## src/rtl/alu_issue_pkg.sv

```systemverilog
// Shared constants and types for the E-stage issue register: opcodes, ALUOP codes,
// the E-stage bundle and the decoder result record.
package alu_issue_pkg;

  localparam logic [5:0] OP_RTYPE = 6'b000000;
  localparam logic [5:0] OP_ORI   = 6'b001101;
  localparam logic [5:0] OP_LUI   = 6'b001111;
  localparam logic [5:0] OP_LW    = 6'b100011;
  localparam logic [5:0] OP_SW    = 6'b101011;
  localparam logic [5:0] OP_BEQ   = 6'b000100;

  localparam logic [5:0] FN_ADDU  = 6'b100001;
  localparam logic [5:0] FN_SUBU  = 6'b100011;

  localparam logic [3:0] ALU_ADD  = 4'b0000;
  localparam logic [3:0] ALU_SUB  = 4'b0001;
  localparam logic [3:0] ALU_OR   = 4'b0010;
  localparam logic [3:0] ALU_LUI  = 4'b0011;

  typedef enum logic {
    EXT_ZERO = 1'b0,
    EXT_SIGN = 1'b1
  } ext_mode_t;

  typedef struct packed {
    logic [3:0]  aluop;
    logic        imm_sel;
    ext_mode_t   ext;
    logic [4:0]  dest;
    logic        reads_rs;
    logic        reads_rt;
    logic        mem_read;
    logic        mem_write;
    logic        legal;
  } dec_t;

  typedef struct packed {
    logic [3:0]  aluop;
    logic [31:0] alu_a;
    logic [31:0] alu_b;
    logic [31:0] rt_val;
    logic [4:0]  wr_reg;
    logic        reg_write;
    logic        mem_read;
    logic        mem_write;
    logic        valid;
  } e_stage_t;

  localparam e_stage_t E_BUBBLE = '0;

  function automatic logic [31:0] extend_imm(logic [15:0] imm, ext_mode_t mode);
    if (mode == EXT_SIGN) return {{16{imm[15]}}, imm};
    return {16'h0000, imm};
  endfunction

endpackage

```

## src/rtl/alu_issue_dec.sv

```systemverilog
// Combinational decoder for the D-stage instruction: ALUOP, operand-B source,
// immediate extension, destination, source-read flags and memory flags.
module alu_issue_dec
  import alu_issue_pkg::*;
(
  input  logic [31:0] instr,
  output dec_t        dec
);

  logic [5:0] op;
  logic [5:0] fn;
  logic [4:0] rt;
  logic [4:0] rd;
  logic       unused_fields;

  assign op = instr[31:26];
  assign fn = instr[5:0];
  assign rt = instr[20:16];
  assign rd = instr[15:11];
  // Register indices for hazard compares are taken directly by the top.
  assign unused_fields = ^{instr[25:21], instr[10:6]};

  always_comb begin
    dec = '0;
    unique case (op)
      OP_RTYPE: begin
        if (fn == FN_ADDU || fn == FN_SUBU) begin
          dec.aluop    = (fn == FN_ADDU) ? ALU_ADD : ALU_SUB;
          dec.dest     = rd;
          dec.reads_rs = 1'b1;
          dec.reads_rt = 1'b1;
          dec.legal    = 1'b1;
        end
      end
      OP_ORI: begin
        dec.aluop    = ALU_OR;
        dec.imm_sel  = 1'b1;
        dec.ext      = EXT_ZERO;
        dec.dest     = rt;
        dec.reads_rs = 1'b1;
        dec.legal    = 1'b1;
      end
      OP_LUI: begin
        dec.aluop    = ALU_LUI;
        dec.imm_sel  = 1'b1;
        dec.ext      = EXT_ZERO;
        dec.dest     = rt;
        dec.legal    = 1'b1;
      end
      OP_LW: begin
        dec.aluop    = ALU_ADD;
        dec.imm_sel  = 1'b1;
        dec.ext      = EXT_SIGN;
        dec.dest     = rt;
        dec.reads_rs = 1'b1;
        dec.mem_read = 1'b1;
        dec.legal    = 1'b1;
      end
      OP_SW: begin
        // rt is read as store data, so it participates in load-use detection.
        dec.aluop     = ALU_ADD;
        dec.imm_sel   = 1'b1;
        dec.ext       = EXT_SIGN;
        dec.reads_rs  = 1'b1;
        dec.reads_rt  = 1'b1;
        dec.mem_write = 1'b1;
        dec.legal     = 1'b1;
      end
      OP_BEQ: begin
        dec.aluop    = ALU_SUB;
        dec.reads_rs = 1'b1;
        dec.reads_rt = 1'b1;
        dec.legal    = 1'b1;
      end
      default: dec = '0;
    endcase
  end

endmodule

```

## src/rtl/alu_issue.sv

```systemverilog
// E-stage issue register: decode, load-use hazard detection, operand bypass and
// the E pipeline register. Optional operand forwarding under `ALU_ISSUE_FWD_EN.
module alu_issue
  import alu_issue_pkg::*;
(
  input  logic        clk,
  input  logic        reset,
  input  logic [31:0] instr_d,
  input  logic        valid_d,
  input  logic [31:0] rs_data,
  input  logic [31:0] rt_data,
  input  logic        flush,
  input  logic        stall_ext,
`ifdef ALU_ISSUE_FWD_EN
  input  logic        fwd_m_we,
  input  logic [4:0]  fwd_m_reg,
  input  logic [31:0] fwd_m_data,
  input  logic        fwd_w_we,
  input  logic [4:0]  fwd_w_reg,
  input  logic [31:0] fwd_w_data,
`endif
  output logic        stall_d,
  output logic [3:0]  ALUOP,
  output logic [31:0] ALU_A,
  output logic [31:0] ALU_B,
  output logic [31:0] rt_e,
  output logic [4:0]  wr_reg_e,
  output logic        reg_write_e,
  output logic        mem_read_e,
  output logic        mem_write_e,
  output logic        valid_e
);

  dec_t        dec;
  e_stage_t    e_q;
  e_stage_t    e_d;
  logic [4:0]  rs_idx;
  logic [4:0]  rt_idx;
  logic [31:0] rs_val;
  logic [31:0] rt_val;
  logic        load_in_e;
  logic        src_hit;

  assign rs_idx = instr_d[25:21];
  assign rt_idx = instr_d[20:16];

  alu_issue_dec u_dec (
    .instr (instr_d),
    .dec   (dec)
  );

  always_comb begin
    rs_val = rs_data;
    rt_val = rt_data;
`ifdef ALU_ISSUE_FWD_EN
    // W applied first so a matching M overrides it.
    if (fwd_w_we && fwd_w_reg != 5'd0 && fwd_w_reg == rs_idx) rs_val = fwd_w_data;
    if (fwd_m_we && fwd_m_reg != 5'd0 && fwd_m_reg == rs_idx) rs_val = fwd_m_data;
    if (fwd_w_we && fwd_w_reg != 5'd0 && fwd_w_reg == rt_idx) rt_val = fwd_w_data;
    if (fwd_m_we && fwd_m_reg != 5'd0 && fwd_m_reg == rt_idx) rt_val = fwd_m_data;
`endif
  end

  // Stall/valid handshake: valid_d qualifies instr_d; stall_d asks F/D to hold the
  // same instruction for one more cycle while E takes a bubble. stall_ext freezes E
  // entirely and masks stall_d; flush overrides both and always loads a bubble.
  assign load_in_e = e_q.valid && e_q.mem_read && (e_q.wr_reg != 5'd0);
  assign src_hit   = (dec.reads_rs && rs_idx == e_q.wr_reg) ||
                     (dec.reads_rt && rt_idx == e_q.wr_reg);
  assign stall_d   = !stall_ext && load_in_e && valid_d && dec.legal && src_hit;

  always_comb begin
    e_d = E_BUBBLE;
    if (valid_d && dec.legal) begin
      e_d.aluop     = dec.aluop;
      e_d.alu_a     = dec.reads_rs ? rs_val : 32'h0;
      e_d.alu_b     = dec.imm_sel ? extend_imm(instr_d[15:0], dec.ext) : rt_val;
      e_d.rt_val    = rt_val;
      e_d.wr_reg    = dec.dest;
      e_d.reg_write = (dec.dest != 5'd0);
      e_d.mem_read  = dec.mem_read;
      e_d.mem_write = dec.mem_write;
      e_d.valid     = 1'b1;
    end
  end

  always_ff @(posedge clk) begin
    if (reset) begin
      e_q <= E_BUBBLE;
    end else if (flush) begin
      e_q <= E_BUBBLE;
    end else if (!stall_ext) begin
      e_q <= stall_d ? E_BUBBLE : e_d;
    end
  end

  assign ALUOP       = e_q.aluop;
  assign ALU_A       = e_q.alu_a;
  assign ALU_B       = e_q.alu_b;
  assign rt_e        = e_q.rt_val;
  assign wr_reg_e    = e_q.wr_reg;
  assign reg_write_e = e_q.reg_write;
  assign mem_read_e  = e_q.mem_read;
  assign mem_write_e = e_q.mem_write;
  assign valid_e     = e_q.valid;

endmodule

```

## config.mk

```make
export PLATFORM = sky130hd
export DESIGN_NAME = alu_issue
export DESIGN_NICKNAME = d
export VERILOG_FILES = /design/src/rtl/alu_issue_pkg.sv /design/src/rtl/alu_issue_dec.sv /design/src/rtl/alu_issue.sv
export SDC_FILE = /design/constraint.sdc
export NUM_CORES = 1
export LEC_CHECK = 0
export CAP_MARGIN = 20
export CORE_MARGIN = 1.5
export CORE_UTILIZATION = 41
export DETAILED_ROUTE_END_ITERATION = 8
export GPL_ROUTABILITY_DRIVEN = 1
export PLACE_DENSITY = 0.93
export RECOVER_POWER = 100
export SLEW_MARGIN = 10
export SYNTH_ARGS = -nofsm -noshare
export SYNTH_HDL_FRONTEND = slang
export SYNTH_SLANG_ARGS = --single-unit
```

## constraint.sdc

```tcl
create_clock -name clk -period 2.58 [get_ports clk]
set_clock_uncertainty 0.1 [all_clocks]
set_input_delay 0.516 -clock clk [delete_from_list [all_inputs] [get_ports clk]]
set_output_delay 0.516 -clock clk [all_outputs]
set_load 0.1 [all_outputs]
```

==> impl_metrics.yaml, run 1 <==
synth:
  yosysWarnings: 0
  ys_seq_area_frac: 0.489
  syn_area_mm2: 0.00438
  yosysTopAreaCellShare: 0.489
  synth-seq-cells: 107
  syn_inst: 506
  synth_cell_types: 45
  synthTopCellsByArea: "dfxtp_1 (49%), nand2_1 (8.2%), o31ai_1 (8.1%)"
  yosys.area.top_type: "dfxtp_1"
  synth.avg_cell_area_um2: 8.66
timing:
  grt_setup_unrepaired: "yes"
  slew_viol_final: 0
  clock.fmax_mhz: 367
  tightest_slew_ns: 1.21
  worst_slack_ns: -0.142
  final-setup-viol-count: 1
  relSlewSlack: 0.195
  whs_ns: 0.360
  layout_min_cycle_time_ns: 2.72
  hold_viol: 0
  period_share: 1.06
global_routing:
  grt_pass1_wl_um: 22200
  antenna_found_initial: 0
  first_global_vias: 4566
  grt_max_degree: 59
  grt_usage: 0.245
  grt_overflow: 0
power_and_ir_drop:
  power.density_mw_per_mm2: 465
  p_leak_nw: 2.38
  ir_drop_mv: 0.332
floorplan:
  start_util: 0.424
  fp-row-count: 37
  die_width_um: 106
  io_pins: 211
  die_area_mm2: 0.0113
  design.core.area_mm2: 0.0103
  die_h_um: 106
drt:
  drtPass1Iterations: 4
  ant_nets: 0
  drc_errors: 0
  routed_wl_um: 14200
  avgRoutedWirePerCell_um: 16.2
  vias_per_cell: 5.30
  vias: 4627
  drtIter0Drc: 227
final_layout:
  diodes: 0
  fin_nets: 833
  layout-drive-gt1-share: 0.149
  fin_util: 0.629
  area.growth.synth_to_final_pct: 48.3
placement:
  portBuffers: 208
  gp_congestion: 0.909
  dp_hpwl_um: 10300
  pre_cts_ws_ns: -0.603
critical_path:
  cp_max_fo: 4
  critPathRequiredTime_ns: 1.96
  cp-start-kind: "flop"
  arrival_ns: 2.11
  crit_path_end_kind: "output port"
  crit_type: "flop to output port"
clock_network:
  cts_max_level: 3
  clk_latency_ns: 0.36
  numCtsBuffers: 9
  clkSinkCount: 107
  cts_tree: "yes"
  root_buffer: "clkbuf_8"
  clkTransAtPathRegs_ns: 0.10
  cts_hold_repair.buffers: 0
  cts_buffer_depth: 2
flow_run:
  max_cap_violations: 0
worst_hold_path:
  min-delay-path-class: "flop to flop"
outcome:
  violations: "setup timing"
  status: "complete, but fails checks"
layer usage:
layer / GRT usage / share of wire / wire length, um
met1: 0.288 / 0.41 / 5810
met3: 0.0540 / 0.066 / 936
met4: 0.114 / 0.031 / 442
met5: 0 / 0 / 0
met2: 0.422 / 0.49 / 6990
Yosys cell counts (all sizes together):
library cell,number
a21oi,27
dfxtp,107
o31ai,50
xor2,5
nor2,11
nand2,96
o41ai,2
and2,1
nand2b,2
o21ai,40
o221ai,1
or4,2
conb,1
o211ai,1
o32ai,1
clkbuf,27
a21o,1
nor3,8
o22a,1
nor2b,2
o2111ai,1
a2111oi,1
a22o,2
nand3b,2
inv,20
nor4b,1
nand3,34
nor3b,1
o21a,1
or3b,1
and4,1
a22oi,6
buf,16
or3,3
xnor2,5
a32o,16
mux2i,9
cells by family (layout without fill, tap and decap cells):
logic type             count (synthesis)  count (layout)  share of synthesized area
AO/OA/AOI/OAI                        151             151                      0.239
XOR/XNOR                              10              10                     0.0200
buffers and inverters                 63             293                     0.0628
flip-flops                           107             107                      0.489
multiplexers                           9               9                     0.0206
other                                  1               2                   0.000856
AND/OR/NAND/NOR                      165             165                      0.168
what timing repair did:
action	in CTS	in global routing
pin swaps	15	7
hold endpoints to repair	0	0
setup endpoints to repair	16	1
buffers inserted	6	0
gates cloned	0	0
resized for setup	38	7
layout make-up:
cell class,instances,area [um2]
inverter,20,75.1
clock inverter,5,33.8
sequential,107,2170
multi-input combinational,337,2070
fill,957,3830
tap,136,170
timing repair buffer,257,1830
clock buffer,11,151
registers in the layout, indices dropped and copies added, names as in the netlist:
| signal | cells |
|---|---|
| mem_write_e | 1 |
| reg_write_e | 1 |
| mem_read_e | 1 |
| wr_reg_e | 5 |
| valid_e | 1 |
| ALU_A | 32 |
| rt_e | 32 |
| ALUOP | 2 |
| ALU_B | 32 |
where the power goes:
part	switching, mW	total, mW	leakage [nW]	internal [mW]
clock network	0.570	0.977	0.100	0.407
registers	0.00259	1.65	0.867	1.65
logic	0.199	0.393	1.42	0.193
critical path: stages (launching register included):
cell and delay, ns:
dfxtp_4 0.38, buf_6 0.12, o211ai_2 0.10, or4_4 0.54
o22a_1 0.24, nor3_4 0.17, buf_12 0.20
worst paths after layout:
check / start / to / slack (ns) / cells past startpoint
hold reg to reg: reg_write_e / reg_write_e / 0.36 / 2
hold / removal: reg_write_e / reg_write_e / 0.36 / 2
setup / recovery: wr_reg_e[4] / stall_d / -0.14 / 6
setup reg to reg: wr_reg_e[4] / ALU_B[19] / 0.13 / 7
through the flow:
| stage | TNS (ns) | cells | total power, mW | cell area, um2 |
|---|---|---|---|---|
| after global placement | -35.59 | 851 | 2.08 | 6660 |
| after detailed placement | -34.64 | 851 | 2.09 | 6660 |
| after global routing | -1.02 | 873 | 3.13 | 6490 |
| final | -0.142 | 873 | 3.02 | 6490 |
| after CTS | -0.182 | 873 | 3.04 | 6900 |
| after floorplan | -0.536 | 507 | 1.85 | 4460 |
cells in the final DEF, fill, tap and decap left out, drive strengths merged, types with 2 or more instances in the layout:
cell type	count
clkdlybuf4s15	5
nand2b	2
o21ai	40
dfxtp	107
dlygate4sd2	9
a32o	16
a22o	2
nand2	96
nor2	11
nand3b	2
inv	22
xnor2	5
o41ai	2
nor3	8
or4	2
nand3	34
mux2i	9
clkdlybuf4s50	82
a21oi	27
clkinv	3
xor2	5
nor2b	2
buf	50
conb	2
a22oi	6
clkbuf	121
o31ai	50
or3	3
Power figures use the tool's default switching activity.
==> run 2: changes to the inputs <==
==> constraint.sdc (replaced) <==
create_clock -name clk -period 2.95 [get_ports clk]
set_clock_uncertainty 0.1 [all_clocks]
set_input_delay 0.59 -clock clk [delete_from_list [all_inputs] [get_ports clk]]
set_output_delay 0.59 -clock clk [all_outputs]
set_load 0.1 [all_outputs]
==> impl_metrics.yaml, run 2 (same netlist as run 1, synthesis figures left out) <==
clock_network:
  root_buffer: "clkbuf_8"
  post-cts-setup-buffers: 0
  numCtsBuffers: 9
  clkSinkCount: 107
  cts_buffer_depth: 2
  clk_latency_ns: 0.36
  clkTransAtPathRegs_ns: 0.09
  cts_hold_repair.buffers: 0
  cts_tree: "yes"
  cts_max_level: 3
drt:
  drc_errors: 0
  drtPass1Iterations: 5
  vias: 4603
  avgRoutedWirePerCell_um: 16.1
  drtIter0Drc: 281
  routed_wl_um: 13900
  vias_per_cell: 5.36
  ant_nets: 0
global_routing:
  grt_pass1_wl_um: 21600
  grt_max_degree: 76
  grt_usage: 0.240
  grt_overflow: 0
  first_global_vias: 4374
  antenna_found_initial: 1
critical_path:
  cp-start-kind: "primary input"
  critPathRequiredTime_ns: 2.26
  arrival_ns: 2.21
  cp_max_fo: 2
  crit_type: "primary input to output port"
  crit_path_end_kind: "output port"
  r2r_cells: 6
worst_hold_path:
  min-delay-path-class: "flop to flop"
  hold_depth: 2
timing:
  hold_viol: 0
  whs_ns: 0.355
  period_share: 0.984
  tightest_slew_ns: 1.22
  grt_setup_unrepaired: "no"
  final-setup-viol-count: 0
  layout_min_cycle_time_ns: 2.90
  clock.fmax_mhz: 344
  relSlewSlack: 0.191
  slew_viol_final: 0
floorplan:
  start_util: 0.424
  die_width_um: 106
  design.core.area_mm2: 0.0103
  io_pins: 211
  die_area_mm2: 0.0113
  fp-row-count: 37
  die_h_um: 106
final_layout:
  multi_input_area_mm2: 0.00207
  layout-drive-gt1-share: 0.118
  area.growth.synth_to_final_pct: 44.2
  final_common_cell: "clkbuf_1"
  final_cells: 859
  diodes: 0
  fin_util: 0.612
  fill_cells: 967
  seqCellArea_mm2: 0.00217
  fin_nets: 820
  final_area_mm2: 0.00632
  final_cell_mix: "clkbuf_1 (111), dfxtp_1 (100), nand2_1 (96)"
placement:
  place_area_mm2: 0.00660
  portBuffers: 208
  dp_hpwl_um: 10100
  post-place-cells: 844
  gp_congestion: 0.817
power_and_ir_drop:
  power.density_mw_per_mm2: 407
  p_leak_nw: 2.25
  power_mw: 2.57
  ir_drop_mv: 0.214
outcome:
  status: "complete, no violations"
flow_run:
  max_cap_violations: 0
-- run 2: changes by cell type in the layout (fill, tap and decap cells not counted), moves of 2 or more --
| cell | change |
|---|---|
| or4_4 | -2 |
| clkdlybuf4s15_1 | -2 |
| buf_4 | -12 |
| o31ai_2 | -3 |
| o31ai_1 | +3 |
| clkbuf_1 | +12 |
| o21ai_0 | -2 |
| or4_1 | +2 |
| dlygate4sd2_1 | -5 |
| clkbuf_8 | -2 |
| clkbuf_2 | -4 |
| buf_2 | +3 |
| o21ai_1 | +2 |
-- run 2: through the flow --
stage	setup TNS, ns	worst slack, ns
floorplan	-0.303	-0.303
global placement	-8.16	-0.506
detailed placement	-5.42	-0.410
CTS	0	0.000164
global route	0	0.00188
finish	0	0.0469
-- run 2: area by class of cell --
cell class	instances	area share
clock inverter	4	0.00436
inverter	20	0.0119
sequential	107	0.343
multi-input combinational	337	0.327
clock buffer	11	0.0208
timing repair buffer	244	0.266
tap	136	0.0269
-- run 2: worst max-delay path: stages --
cell and delay (ns):
clkdlybuf4s15_2 0.18, xnor2_1 0.17, nand3_1 0.11, or4_1 0.51, o22a_1 0.22, nor3_4 0.22
buf_12 0.21
-- run 2: worst paths after layout --
path | start | endpoint | slack (ns)
min reg2reg | rt_e[22] | rt_e[22] | 0.36
max | instr_d[23] | stall_d | 0.05
min | rt_e[22] | rt_e[22] | 0.36
max reg2reg | wr_reg_e[3] | rt_e[20] | 0.31
-- run 2: power by group --
| part | internal [mW] | switching [mW] | total [mW] |
|---|---|---|---|
| clock network | 0.306 | 0.482 | 0.788 |
| registers | 1.44 | 0.00230 | 1.44 |
| logic | 0.164 | 0.174 | 0.338 |
| total | 1.91 | 0.658 | 2.57 |
-- run 2: layer usage --
| metal | global-route usage | share of wire | vias up |
|---|---|---|---|
| met2 | 0.409 | 0.49 | 181 |
| met3 | 0.0564 | 0.071 | 29 |
| met1 | 0.293 | 0.41 | 2175 |
| li1 | - | - | 2216 |
| met4 | 0.0917 | 0.025 | 2 |
| met5 | 0 | 0.00079 | - |
-- run 2: repair_timing --
action                     4_1_cts  5_1_grt
setup endpoints to repair        1        1
pin swaps                       15        5
gates resized for setup         48       12
